--- src/rtl/btn_event_ctrl.sv ---
`default_nettype none
// ============================================================================
//  Module   : btn_event_ctrl
//  Purpose  : Multi-button input controller. Each pushbutton is synchronised,
//             debounced by counting consecutive differing samples on a shared
//             sample tick, and turned into press/release events. Events are
//             serialised onto one valid/ready channel by a round-robin arbiter.
//  Ports    : clk        - system clock, all logic on posedge
//             rst        - asynchronous active-high reset
//             btn        - raw asynchronous pushbutton inputs (active-high)
//             level      - debounced button levels
//             evt_valid  - event present on evt_id / evt_press
//             evt_id     - index of the button that produced the event
//             evt_press  - 1 = press (0->1), 0 = release (1->0)
//             evt_ready  - consumer accepts event on evt_valid & evt_ready
//             evt_lost   - one-cycle pulse when a pending event is overwritten
//  Options  : BTN_EVT_RELEASE_EN - when defined, release events are queued as
//             well as presses; otherwise only presses produce events.
//  Revision : 1.0 - initial release
// ============================================================================
module btn_event_ctrl #(
    parameter int N_BTN      = 4,
    parameter int TICK_DIV   = 50000,
    parameter int STABLE_CNT = 3
) (
    input  logic                     clk,
    input  logic                     rst,
    input  logic [N_BTN-1:0]         btn,
    output logic [N_BTN-1:0]         level,
    output logic                     evt_valid,
    output logic [$clog2(N_BTN)-1:0] evt_id,
    output logic                     evt_press,
    input  logic                     evt_ready,
    output logic                     evt_lost
);

    localparam int              IDW         = $clog2(N_BTN);
    localparam int              TCW         = $clog2(TICK_DIV);
    localparam logic [TCW-1:0]  C_TICK_LAST = TCW'(TICK_DIV - 1);
    localparam logic [3:0]      C_STABLE    = 4'(STABLE_CNT);
    localparam logic [IDW-1:0]  C_LAST_ID   = IDW'(N_BTN - 1);
    localparam logic [IDW:0]    C_N_WIDE    = (IDW + 1)'(N_BTN);

    typedef enum logic [0:0] {
        S_IDLE = 1'b0,
        S_HOLD = 1'b1
    } state_t;

    logic [N_BTN-1:0] r_sync1;
    logic [N_BTN-1:0] r_sync2;
    logic [TCW-1:0]   r_tick_cnt;
    logic             w_tick;
    logic [N_BTN-1:0] r_level;
    logic [N_BTN-1:0] w_raise;
    logic [N_BTN-1:0] w_set;
    logic [N_BTN-1:0] r_pend;
    logic [N_BTN-1:0] r_pol;
    logic             r_lost;

    state_t           r_state;
    state_t           w_state_nxt;
    logic [IDW-1:0]   r_rr;
    logic [IDW-1:0]   r_id;
    logic             r_press;
    logic             w_found;
    logic [IDW-1:0]   w_grant_id;
    logic [N_BTN-1:0] w_grant_vec;
    logic [IDW:0]     w_sum;

    // Two-flop synchroniser for the asynchronous button inputs.
    always_ff @(posedge clk or posedge rst) begin
        if (rst) begin
            r_sync1 <= '0;
            r_sync2 <= '0;
        end else begin
            r_sync1 <= btn;
            r_sync2 <= r_sync1;
        end
    end

    // Shared sample tick.
    assign w_tick = (r_tick_cnt == C_TICK_LAST);

    always_ff @(posedge clk or posedge rst) begin
        if (rst) begin
            r_tick_cnt <= '0;
        end else if (w_tick) begin
            r_tick_cnt <= '0;
        end else begin
            r_tick_cnt <= r_tick_cnt + 1'b1;
        end
    end

    // Per-button consecutive-sample debounce.
    for (genvar i = 0; i < N_BTN; i++) begin : g_btn
        logic [3:0] r_cnt;
        logic [3:0] w_cnt_inc;
        logic       w_differs;

        assign w_cnt_inc  = r_cnt + 4'd1;
        assign w_differs  = (r_sync2[i] != r_level[i]);
        assign w_raise[i] = w_tick && w_differs && (w_cnt_inc == C_STABLE);

        always_ff @(posedge clk or posedge rst) begin
            if (rst) begin
                r_cnt <= '0;
            end else if (w_tick) begin
                if (!w_differs || w_raise[i]) begin
                    r_cnt <= '0;
                end else begin
                    r_cnt <= w_cnt_inc;
                end
            end
        end
    end

    always_ff @(posedge clk or posedge rst) begin
        if (rst) begin
            r_level <= '0;
        end else begin
            r_level <= r_level ^ w_raise;
        end
    end

`ifdef BTN_EVT_RELEASE_EN
    assign w_set = w_raise;
`else
    // Only a 0->1 flip (current level 0) queues an event.
    assign w_set = w_raise & ~r_level;
`endif

    // Pending events. A set in the same cycle as a grant of that button wins,
    // and is not counted as a loss since the granted event was already taken.
    always_ff @(posedge clk or posedge rst) begin
        if (rst) begin
            r_pend <= '0;
            r_pol  <= '0;
            r_lost <= 1'b0;
        end else begin
            r_pend <= (r_pend & ~w_grant_vec) | w_set;
            r_pol  <= (r_pol & ~w_set) | (~r_level & w_set);
            r_lost <= |(w_set & r_pend & ~w_grant_vec);
        end
    end

    // Output FSM: round-robin search from rr, wrapping upward.
    always_comb begin
        w_state_nxt = r_state;
        w_found     = 1'b0;
        w_grant_id  = '0;
        w_grant_vec = '0;
        w_sum       = '0;
        case (r_state)
            S_IDLE: begin
                for (int k = 0; k < N_BTN; k++) begin
                    w_sum = {1'b0, r_rr} + (IDW + 1)'(k);
                    if (w_sum >= C_N_WIDE) begin
                        w_sum = w_sum - C_N_WIDE;
                    end
                    if (!w_found && r_pend[w_sum[IDW-1:0]]) begin
                        w_found    = 1'b1;
                        w_grant_id = w_sum[IDW-1:0];
                    end
                end
                if (w_found) begin
                    w_grant_vec[w_grant_id] = 1'b1;
                    w_state_nxt             = S_HOLD;
                end
            end
            S_HOLD: begin
                if (evt_ready) begin
                    w_state_nxt = S_IDLE;
                end
            end
            default: w_state_nxt = S_IDLE;
        endcase
    end

    always_ff @(posedge clk or posedge rst) begin
        if (rst) begin
            r_state <= S_IDLE;
            r_rr    <= '0;
            r_id    <= '0;
            r_press <= 1'b0;
        end else begin
            r_state <= w_state_nxt;
            if (w_found) begin
                r_id    <= w_grant_id;
                r_press <= r_pol[w_grant_id];
                r_rr    <= (w_grant_id == C_LAST_ID) ? '0 : w_grant_id + 1'b1;
            end
        end
    end

    assign level     = r_level;
    assign evt_valid = (r_state == S_HOLD);
    assign evt_id    = r_id;
    assign evt_press = r_press;
    assign evt_lost  = r_lost;

endmodule
`default_nettype wire

--- config.mk ---
export PLATFORM = sky130hd
export DESIGN_NAME = btn_event_ctrl
export DESIGN_NICKNAME = d
export VERILOG_FILES = /design/src/rtl/btn_event_ctrl.sv
export SDC_FILE = /design/constraint.sdc
export NUM_CORES = 1
export LEC_CHECK = 0
export CORE_UTILIZATION = 45
export CTS_CLUSTER_SIZE = 20
export DETAILED_ROUTE_END_ITERATION = 10
export GPL_TIMING_DRIVEN = 0
export SYNTH_ARGS = -nofsm -noshare
export SYNTH_HDL_FRONTEND = slang
export SYNTH_SLANG_ARGS = --single-unit
--- constraint.sdc ---
create_clock -name clk -period 2.9 [get_ports clk]
set_input_delay 0.87 -clock clk [delete_from_list [all_inputs] [get_ports clk]]
set_output_delay 0.87 -clock clk [all_outputs]
set_load 0.02 [all_outputs]
==> qor.csv <==
metric;value;unit
synthCells;281;
start_util;47.9;%
ctsResizeCount;0;
synth_mux_area_share;1.81;%
io_pins;16;
nets;332;
synth_top_area_share;50.8;%
syn_area_per_cell;10.3;sq um
cp_max_fo;10;
drt-total-wl;5.34;mm
clock_sinks;59;
async_flop_share;100;%
r2r-end;g_btn[2].r_cnt[3];
synth_xor_area_share;5.43;%
routabilityCongestion;0.814;
antenna_found_initial;0;
r2r_start;r_tick_cnt[7];
cp_data_required_time;3.10;ns
place_area;0.00317;sq mm
synthAdderAreaFrac;5.60;%
hold_start;r_sync1[2];
cap_violations;0;
ant_nets;0;
port_buffers;15;
viasPerCell;5.32;
grt_pass1_vias;1981;
insertion_delay;0.32;ns
critPathSlowestCell;or4b_4;
setup_viol;0;
synthFlopType;dfrtp_1;
finalMaxSlewViolations;0;
wl_per_cell;13.8;um
drc;0;
path_cells;or4b_4, or4_1, buf_2, clkbuf_1, o21ai_0, o31ai_1;
diodes;0;
clk_pin_slew;0.06;ns
irDropWorstVdd;0.231;mV
max_stage_delay;0.58;ns
synth_area;0.00291;sq mm
cts_tree;done;
overflow;0;
clock.fmax;413;MHz
reg2reg_depth;6;
min_path_cells;0;
cts-root-buf;clkbuf_8;
die_area;0.00678;sq mm
die_x;82.4;um
die_h;82.4;um
worst_pin_slew;0.703;ns
path_buf_inv;2;
yosys.area.top_type;dfrtp_1;
placementRows;28;
min_to;r_sync2[2];
arrival;2.62;ns
timing.slew.headroom;53.0;%
grt_util_all_layers;18.5;%
reg2reg_slack;0.48;ns
status;completed;
rsz0062_at_grt;false;
drt_iter0_markers;79;
syn_nets;301;
firstDrtPassIters;6;
timing_hold_violations_final;0;
synth-edff-count;0;
synth-compound-area-share;13.7;%
power_density;441;mW/mm^2
crit_family;simple AND/OR/NAND/NOR gates;
cts_buffers;9;
period_share;83.5;%
coreArea;0.00606;sq mm
fin_skew;0.00806;ns
power;1.48;mW
min_path_type;flop to flop;
vias;2065;
crit_type;flop to flop;
seq_area_frac_synth;50.8;%
yosysUniqueCellTypes;44;
ys_top_cells_by_area;dfrtp_1 (51%), ha_1 (5.6%), nor2_1 (3.4%), xnor2_1 (3.3%), nand2b_1 (2.6%);
yosys_warnings;0;
leakage;1.52;nW
final_cell_area;0.00337;sq mm
setup_tns;0;ns
htree_levels;3;
synth_seq_cells;59;
clockBufferDepth;2;
grt_max_degree;34;
yosys.area_share.simple;19.1;%
synth_top_family_by_area;simple AND/OR/NAND/NOR gates;
area_growth;15.9;%
dp_hpwl;3.71;mm
grt_pass1_wl;9.23;mm
worstSetupEndpointType;flop;
cts_hold_buf;0;
period_needed;2.42;ns
synth_most_common_cell;dfrtp_1;
critPathLaunchType;flop;
drive_above_1_share;7.99;%
synth_commonest_cells;dfrtp_1 (59), nor2_1 (26), inv_1 (19), nand2_1 (19);
through the flow:
step	instances	utilization [%]	setup WS, ns	hold slack, ns
after CTS	384	54.9	0.0548	0.351
after floorplan	281	-	0.574	0.331
final	388	55.6	0.477	0.348
after global placement	371	52.0	-0.556	0.333
after global routing	388	55.6	0.264	0.354
after detailed placement	372	52.3	0.118	0.337
registers in the layout (all words and copies together), names as in the netlist, named ones only:
register / count
r_tick_cnt: 16
evt_press: 1
r_sync1: 4
level: 4
evt_lost: 1
r_sync2: 4
evt_id: 2
r_pend: 4
g_btn.r_cnt: 16
r_rr: 2
evt_valid: 1
kinds of logic after synthesis:
family | Yosys count
buffers and inverters | 25
DFF | 59
and+or+nand+nor | 104
adders and majority gates | 13
xor gates and xnor gates | 18
AOI/OAI and AO/OA | 57
muxes | 5
where the power goes:
group / switching [mW] / internal, mW / total [mW] / leakage, nW
logic: 0.0216 / 0.0137 / 0.0352 / 0.648
clock network: 0.279 / 0.338 / 0.617 / 0.0803
registers: 0.00180 / 0.829 / 0.831 / 0.792
area by class of cell:
cell class,instances,area (sq um)
fillers,540,2690
plain buffers,6,31.3
well taps,75,93.8
repair buffers,20,213
multi-input cells,197,1330
flip-flops and latches,59,1480
inverters,19,71.3
clock buffers,12,155
cells in the final DEF (no fill, tap or decap), types with 5 or more instances in the layout:
| cell type | count |
|---|---|
| a22o_1 | 6 |
| clkbuf_1 | 5 |
| o31ai_1 | 10 |
| a21oi_1 | 5 |
| xnor2_1 | 11 |
| nor2b_1 | 5 |
| nand2b_1 | 12 |
| clkbuf_8 | 11 |
| ha_1 | 13 |
| nor3_1 | 5 |
| dfrtp_1 | 59 |
| and2_1 | 6 |
| o21ai_0 | 13 |
| nand3_1 | 12 |
| clkdlybuf4s50_1 | 15 |
| nor2_1 | 26 |
| nand2_1 | 19 |
| xor2_1 | 7 |
| inv_1 | 18 |
worst max path at each step:
stage | start | endpoint | slack [ns] | cells after the start
3_3_place_gp | rst | level[3] | -0.56 | 2
3_5_place_dp | r_tick_cnt[7] | flop | 0.12 | 6
6_report | r_tick_cnt[7] | g_btn[2].r_cnt[3] | 0.48 | 6
4_1_cts | r_tick_cnt[7] | flop | 0.05 | 6
5_1_grt | r_tick_cnt[7] | g_btn[1].r_cnt[3] | 0.26 | 6
2_1_floorplan | rst | async pin | 0.57 | 1
repair_timing:
| action | CTS | global route |
|---|---|---|
| endpoints found under the setup margin | 0 | 2 |
| endpoints found under the hold margin | 0 | 0 |
| buffers inserted | 0 | 4 |
metal layers:
layer	part of all wire, %	vias to the layer above	wire length (um)	global-route usage, %
li1	-	1049	-	-
met1	54	982	2860	26.9
met2	43	28	2280	26.2
met3	2.7	6	146	4.07
met4	1.0	0	55	7.72
met5	0	-	0	0
Note: power is estimated with default switching activity, not from simulation.
